==> config.mk <==
export PLATFORM = sky130hd
export DESIGN_NAME = alu_seq
export DESIGN_NICKNAME = d
export VERILOG_FILES = /design/src/rtl/alu_pkg.sv /design/src/rtl/alu_mul_seq.sv /design/src/rtl/alu_seq.sv
export SDC_FILE = /design/constraint.sdc
export NUM_CORES = 1
export LEC_CHECK = 0
export ABC_AREA = 0
export BUFFER_PORTS_ARGS = -buffer_cell sky130_fd_sc_hd__buf_2
export CELL_PAD_IN_SITES_DETAIL_PLACEMENT = 1
export CELL_PAD_IN_SITES_GLOBAL_PLACEMENT = 2
export CORE_MARGIN = 2
export CORE_UTILIZATION = 39
export CTS_CLUSTER_DIAMETER = 30
export DETAILED_ROUTE_END_ITERATION = 6
export GPL_ROUTABILITY_DRIVEN = 0
export PLACE_DENSITY_LB_ADDON = 0.1
export SLEW_MARGIN = 20
export SYNTH_ARGS = -nofsm -noshare
export SYNTH_HDL_FRONTEND = slang
export SYNTH_HIERARCHICAL = 1
export SYNTH_SLANG_ARGS = --single-unit
export TNS_END_PERCENT = 1
==> constraint.sdc <==
create_clock -name clk -period 4.6 [get_ports clk]
set_input_delay 0 -clock clk [delete_from_list [all_inputs] [get_ports clk]]
set_output_delay 0 -clock clk [all_outputs]
set_load 0.03 [all_outputs]
==> src/rtl/alu_pkg.sv <==
// Shared op_code encodings and FSM state type for the sequential ALU.
package alu_pkg;

  localparam logic [1:0] OP_AND = 2'b00;
  localparam logic [1:0] OP_OR  = 2'b01;
  localparam logic [1:0] OP_ADD = 2'b10;
  localparam logic [1:0] OP_MUL = 2'b11;

  typedef enum logic [1:0] {
    ST_IDLE     = 2'b00,
    ST_MUL_BUSY = 2'b01,
    ST_DONE     = 2'b10
  } state_t;

endpackage

==> src/rtl/alu_mul_seq.sv <==
// Shift-add unsigned multiplier: one partial-product step per cycle, WIDTH steps per product.
module alu_mul_seq #(
  parameter int WIDTH = 8
) (
  input  logic               clk,
  input  logic               rst,
  input  logic               start,
  input  logic [WIDTH-1:0]   a,
  input  logic [WIDTH-1:0]   b,
  output logic               done,
  output logic [2*WIDTH-1:0] product
);

  localparam int CW = $clog2(WIDTH + 1);

  logic [2*WIDTH-1:0] mcand;
  logic [2*WIDTH-1:0] acc;
  logic [2*WIDTH-1:0] acc_next;
  logic [WIDTH-1:0]   mplier;
  logic [CW-1:0]      cnt;
  logic               running;
  logic               last;

  // Next accumulator value and last-step detect; product is exposed one step early
  // so the top can register it on the same edge as the final iteration.
  always_comb begin
    acc_next = acc;
    if (mplier[0]) begin
      acc_next = acc + mcand;
    end else begin
      acc_next = acc;
    end
    last    = running && (cnt == CW'(WIDTH - 1));
    done    = last;
    product = acc_next;
  end

  // Operand load on start, then one shift-add iteration per cycle until WIDTH steps are done.
  always_ff @(posedge clk) begin
    if (rst) begin
      mcand   <= '0;
      mplier  <= '0;
      acc     <= '0;
      cnt     <= '0;
      running <= 1'b0;
    end else if (start) begin
      mcand   <= {{WIDTH{1'b0}}, a};
      mplier  <= b;
      acc     <= '0;
      cnt     <= '0;
      running <= 1'b1;
    end else if (running) begin
      acc    <= acc_next;
      mcand  <= mcand << 1;
      mplier <= mplier >> 1;
      cnt    <= cnt + CW'(1);
      if (last) begin
        running <= 1'b0;
      end else begin
        running <= 1'b1;
      end
    end else begin
      running <= 1'b0;
    end
  end

endmodule

==> src/rtl/alu_seq.sv <==
// Clocked ALU (AND/OR/ADD single-cycle, MUL multi-cycle) with valid/ready in and out.
module alu_seq
  import alu_pkg::*;
#(
  parameter int WIDTH = 8
) (
  input  logic               clk,
  input  logic               rst,
  input  logic               in_valid,
  output logic               in_ready,
  input  logic [WIDTH-1:0]   a,
  input  logic [WIDTH-1:0]   b,
  input  logic [1:0]         op_code,
  output logic               out_valid,
  input  logic               out_ready,
  output logic [2*WIDTH-1:0] out,
  output logic               c_out,
  output logic               zero,
  output logic               busy
);

  state_t             state;
  logic [WIDTH:0]     sum;
  logic [2*WIDTH-1:0] alu_res;
  logic               alu_carry;
  logic               mul_start;
  logic               mul_done;
  logic [2*WIDTH-1:0] mul_product;

  // Single-cycle result for the logic ops and ADD, selected from the live inputs.
  always_comb begin
    sum       = {1'b0, a} + {1'b0, b};
    alu_res   = '0;
    alu_carry = 1'b0;
    case (op_code)
      OP_AND: alu_res = {{WIDTH{1'b0}}, a & b};
      OP_OR:  alu_res = {{WIDTH{1'b0}}, a | b};
      OP_ADD: begin
        alu_res   = {{WIDTH{1'b0}}, sum[WIDTH-1:0]};
        alu_carry = sum[WIDTH];
      end
      default: begin
        alu_res   = '0;
        alu_carry = 1'b0;
      end
    endcase
  end

  assign mul_start = (state == ST_IDLE) && in_ready && in_valid && (op_code == OP_MUL);

  alu_mul_seq #(.WIDTH(WIDTH)) u_mul (
    .clk     (clk),
    .rst     (rst),
    .start   (mul_start),
    .a       (a),
    .b       (b),
    .done    (mul_done),
    .product (mul_product)
  );

  // Control FSM with registered handshake flags and result registers.
  always_ff @(posedge clk) begin
    if (rst) begin
      state     <= ST_IDLE;
      in_ready  <= 1'b1;
      out_valid <= 1'b0;
      busy      <= 1'b0;
      out       <= '0;
      c_out     <= 1'b0;
      zero      <= 1'b0;
    end else begin
      case (state)
        ST_IDLE: begin
          if (in_valid && in_ready) begin
            in_ready <= 1'b0;
            if (op_code == OP_MUL) begin
              busy  <= 1'b1;
              state <= ST_MUL_BUSY;
            end else begin
              out       <= alu_res;
              c_out     <= alu_carry;
              zero      <= (alu_res == '0);
              out_valid <= 1'b1;
              state     <= ST_DONE;
            end
          end else begin
            in_ready <= 1'b1;
          end
        end
        ST_MUL_BUSY: begin
          if (mul_done) begin
            out       <= mul_product;
            c_out     <= 1'b0;
            zero      <= (mul_product == '0);
            busy      <= 1'b0;
            out_valid <= 1'b1;
            state     <= ST_DONE;
          end else begin
            busy <= 1'b1;
          end
        end
        ST_DONE: begin
          if (out_valid && out_ready) begin
            out_valid <= 1'b0;
            in_ready  <= 1'b1;
            state     <= ST_IDLE;
          end else begin
            out_valid <= 1'b1;
          end
        end
        default: begin
          state     <= ST_IDLE;
          in_ready  <= 1'b1;
          out_valid <= 1'b0;
          busy      <= 1'b0;
        end
      endcase
    end
  end

endmodule

==> flow_metrics.env <==
export IMPL_status="finished, final reports clean"
export IMPL_dieArea_um2=11700
export IMPL_syn_inst=503
export IMPL_synth_most_common_cell="nor2_1"
export IMPL_hp_start="op_code[1]"
export IMPL_crit_arrival_ps=3570
export IMPL_drt_iter0_drc=134
export IMPL_wl_per_cell_um=17.3
export IMPL_setup_slack_ps=1290
export IMPL_wl_met1_um=5540
export IMPL_post_cts_setup_buffer_count=0
export IMPL_diodes=0
export IMPL_dp_hpwl_um=9030
export IMPL_overflow=0
export IMPL_fin_crit_sh_pct=71.9
export IMPL_p_leak_nw=2.06
export IMPL_rsz0062_at_grt="no"
export IMPL_total_power_mw=1.41
export IMPL_place_area_um2=4510
export IMPL_fin_worst_skew_ps=11.1
export IMPL_yosys_area_top_type="dfxtp_1"
export IMPL_drt_wl_total_um=12000
export IMPL_rows=37
export IMPL_drive_gt1_share_pct=14.5
export IMPL_cts_tree="built"
export IMPL_insertion_delay_ps=360
export IMPL_first_global_vias=3884
export IMPL_grt_start_max_net_pins=44
export IMPL_dr_max_layer_used="met4"
export IMPL_first_pass_iters=4
export IMPL_synth_cell_type_count=59
export IMPL_vias_per_cell=5.46
export IMPL_ys_seq_area_share_pct=32.3
export IMPL_dp_slack_ps=1350
export IMPL_start_kind="flop"
export IMPL_synth_top_cells_by_area="dfxtp_1, ha_1, mux2i_1"
export IMPL_hold_violations=0
export IMPL_power_density_nw_per_um2=288
export IMPL_ios=43
export IMPL_cts_root_buffer="clkbuf_8"
export IMPL_peakVddDrop_mv=0.128
export IMPL_synth_common_cells="nor2_1, dfxtp_1, a21oi_1"
export IMPL_synth_edf_count=0
export IMPL_utilization_pct=47.0
export IMPL_worstSetupEndpointType="flop"
export IMPL_core_um2=10400
export IMPL_synthArstFlopShare_pct=0
export IMPL_ant_nets=0
export IMPL_nets=609
export IMPL_port_buffers=42
export IMPL_clk_pin_slew_worst_paths_ps=80
export IMPL_yosysWarnings=6
export IMPL_drc_errors=0
export IMPL_worstHoldPathType="primary input to flop"
export IMPL_max_stage_delay_ps=430
export IMPL_r2r_slack_ps=1290
export IMPL_r2r_end="zero$_SDFFE_PP0P_"
export IMPL_worst_slew_pin_slew_ps=981
export IMPL_grtUsageTotal_pct=21.6
export IMPL_setup_tns_ps=0
export IMPL_grt_pass1_wl_um=19500
export IMPL_slowest_stage="fa_1"
export IMPL_wl_met3_um=306
export IMPL_ys_ff_latch=68
export IMPL_numCtsBuffers=9
export IMPL_min_to="out[5]$_SDFFE_PP0P_"
export IMPL_yosys_area_top_type_share_pct=32.3
export IMPL_critPathRequiredTime_ps=4860
export IMPL_syn_nets=559
export IMPL_cp_top_family="compound AO/OA/AOI/OAI gates"
export IMPL_avgSynthCellArea_um2=8.38
export IMPL_crit_chain="ha_1 -> fa_1 -> a211oi_1 -> o21bai_1 -> a31o_2 -> nand2_1 -> a21oi_1 -> xnor2_1 -> a21oi_1 -> nor4_1 -> and3_1 -> nand4_1 -> a21o_1 -> o31ai_1"
export IMPL_r2r_start="u_mul/mcand[0]$_SDFFE_PP0P_"
export IMPL_worstPathMaxFanout=3
export IMPL_final_area_um2=4900
export IMPL_setup_violations=0
export IMPL_worstSetupPathType="flop to flop"
export IMPL_min_period_ps=3310
export IMPL_max_cap_viol_count=0
export IMPL_max_freq_ghz=0.302
export IMPL_max_slew_margin_rel_pct=34.5
export IMPL_via_count=3787
export IMPL_start_util_pct=40.5
export IMPL_syn_to_final_growth_pct=16.1
export IMPL_min_path_cells=3
export IMPL_die_width_um=108
export IMPL_htree_levels=3
export IMPL_clockBufferDepth=2
export IMPL_synth_main_ff_cell="dfxtp_1"
export IMPL_ff2ff_path_depth=14
export IMPL_fp_dieH_um=108
export IMPL_wl_met2_um=5990
export IMPL_antenna_found_initial=0
export IMPL_clkSinkCount=68
export IMPL_cpMostUsedCell="a21oi_1"
export IMPL_drv_slew=0
export IMPL_mappedNetlistArea_um2=4220
export IMPL_critPathBufInv=0
==> layout make-up <==
type                            instances  area [um^2]
Clock inverter                          4         72.6
Tap cell                              136          170
Fill cell                            1276         5520
Multi-Input combinational cell        386         2650
Clock buffer                           12          145
Timing Repair Buffer                   62          403
Inverter                               26         97.6
Sequential cell                        68         1360
==> worst min-delay path: cells and delay by family <==
| family | cells | cell delay, ps |
|---|---|---|
| AO/OA/AOI/OAI | 1 | 80 |
| buffers and inverters | 1 | 180 |
| AND/OR/NAND/NOR | 1 | 140 |
==> timing repair <==
item | CTS | global route
hold buffers | 17 | 0
gates resized for setup | 0 | 0
endpoints found under the hold margin | 17 | 0
==> metrics by stage <==
step           instances  hold WS (ps)
3_5_place_dp         661           288
5_1_grt              694           111
6_report             694          92.6
2_1_floorplan        503          71.6
4_1_cts              694          58.8
3_3_place_gp         661           282
==> worst max-delay path by stage <==
stage / start / cells after the start / endpoint / slack, ps
floorplan: u_mul/mcand[0]$_SDFFE_PP0P_ / 13 / zero$_SDFFE_PP0P_ / 1700
global placement: u_mul/mcand[0]$_SDFFE_PP0P_ / 13 / zero$_SDFFE_PP0P_ / 1490
detailed placement: u_mul/mcand[0]$_SDFFE_PP0P_ / 13 / zero$_SDFFE_PP0P_ / 1350
CTS: u_mul/mcand[0]$_SDFFE_PP0P_ / 13 / zero$_SDFFE_PP0P_ / 1330
global route: u_mul/mcand[0]$_SDFFE_PP0P_ / 14 / zero$_SDFFE_PP0P_ / 1040
finish: u_mul/mcand[0]$_SDFFE_PP0P_ / 14 / zero$_SDFFE_PP0P_ / 1290
==> cells in the final DEF, fill, tap and decap left out, types with 11 or more instances in the layout <==
cell type,n
nor2_1,82
dfxtp_1,67
a21oi_1,55
buf_2,42
mux2i_1,34
ha_1,32
nand2_1,27
inv_1,25
dlygate4sd3_1,17
xor2_1,11
xnor2_1,11
==> registers in the layout (all words and copies together), names as in the netlist, 2 cells and up <==
name,count
state,2
u_mul/cnt,4
out,16
u_mul/mcand,16
u_mul/acc,16
u_mul/mplier,8
==> per-layer routing <==
layer,vias up,track usage (%)
li1,1887,-
met1,1832,26.5
met2,57,38.3
met3,11,3.98
met4,0,6.78
met5,-,0
==> cells by family after synthesis <==
group                    synth area share [%]
AO/OA/AOI/OAI                            19.9
XOR/XNOR                                 4.57
adder cells (fa/ha/maj)                  10.4
buffers and inverters                    4.96
flip-flops                               32.3
multiplexers                             10.7
AND/OR/NAND/NOR                          17.0
==> report_power, final <==
| part | leakage [nW] | total, mW | internal [mW] | switching [mW] |
|---|---|---|---|---|
| Clock | 0.107 | 0.557 | 0.320 | 0.237 |
| Sequential | 0.551 | 0.622 | 0.606 | 0.0158 |
| Combinational | 1.41 | 0.230 | 0.0886 | 0.142 |
| Total | 2.06 | 1.41 | 1.01 | 0.394 |
Note: power is estimated with default switching activity, not from simulation.
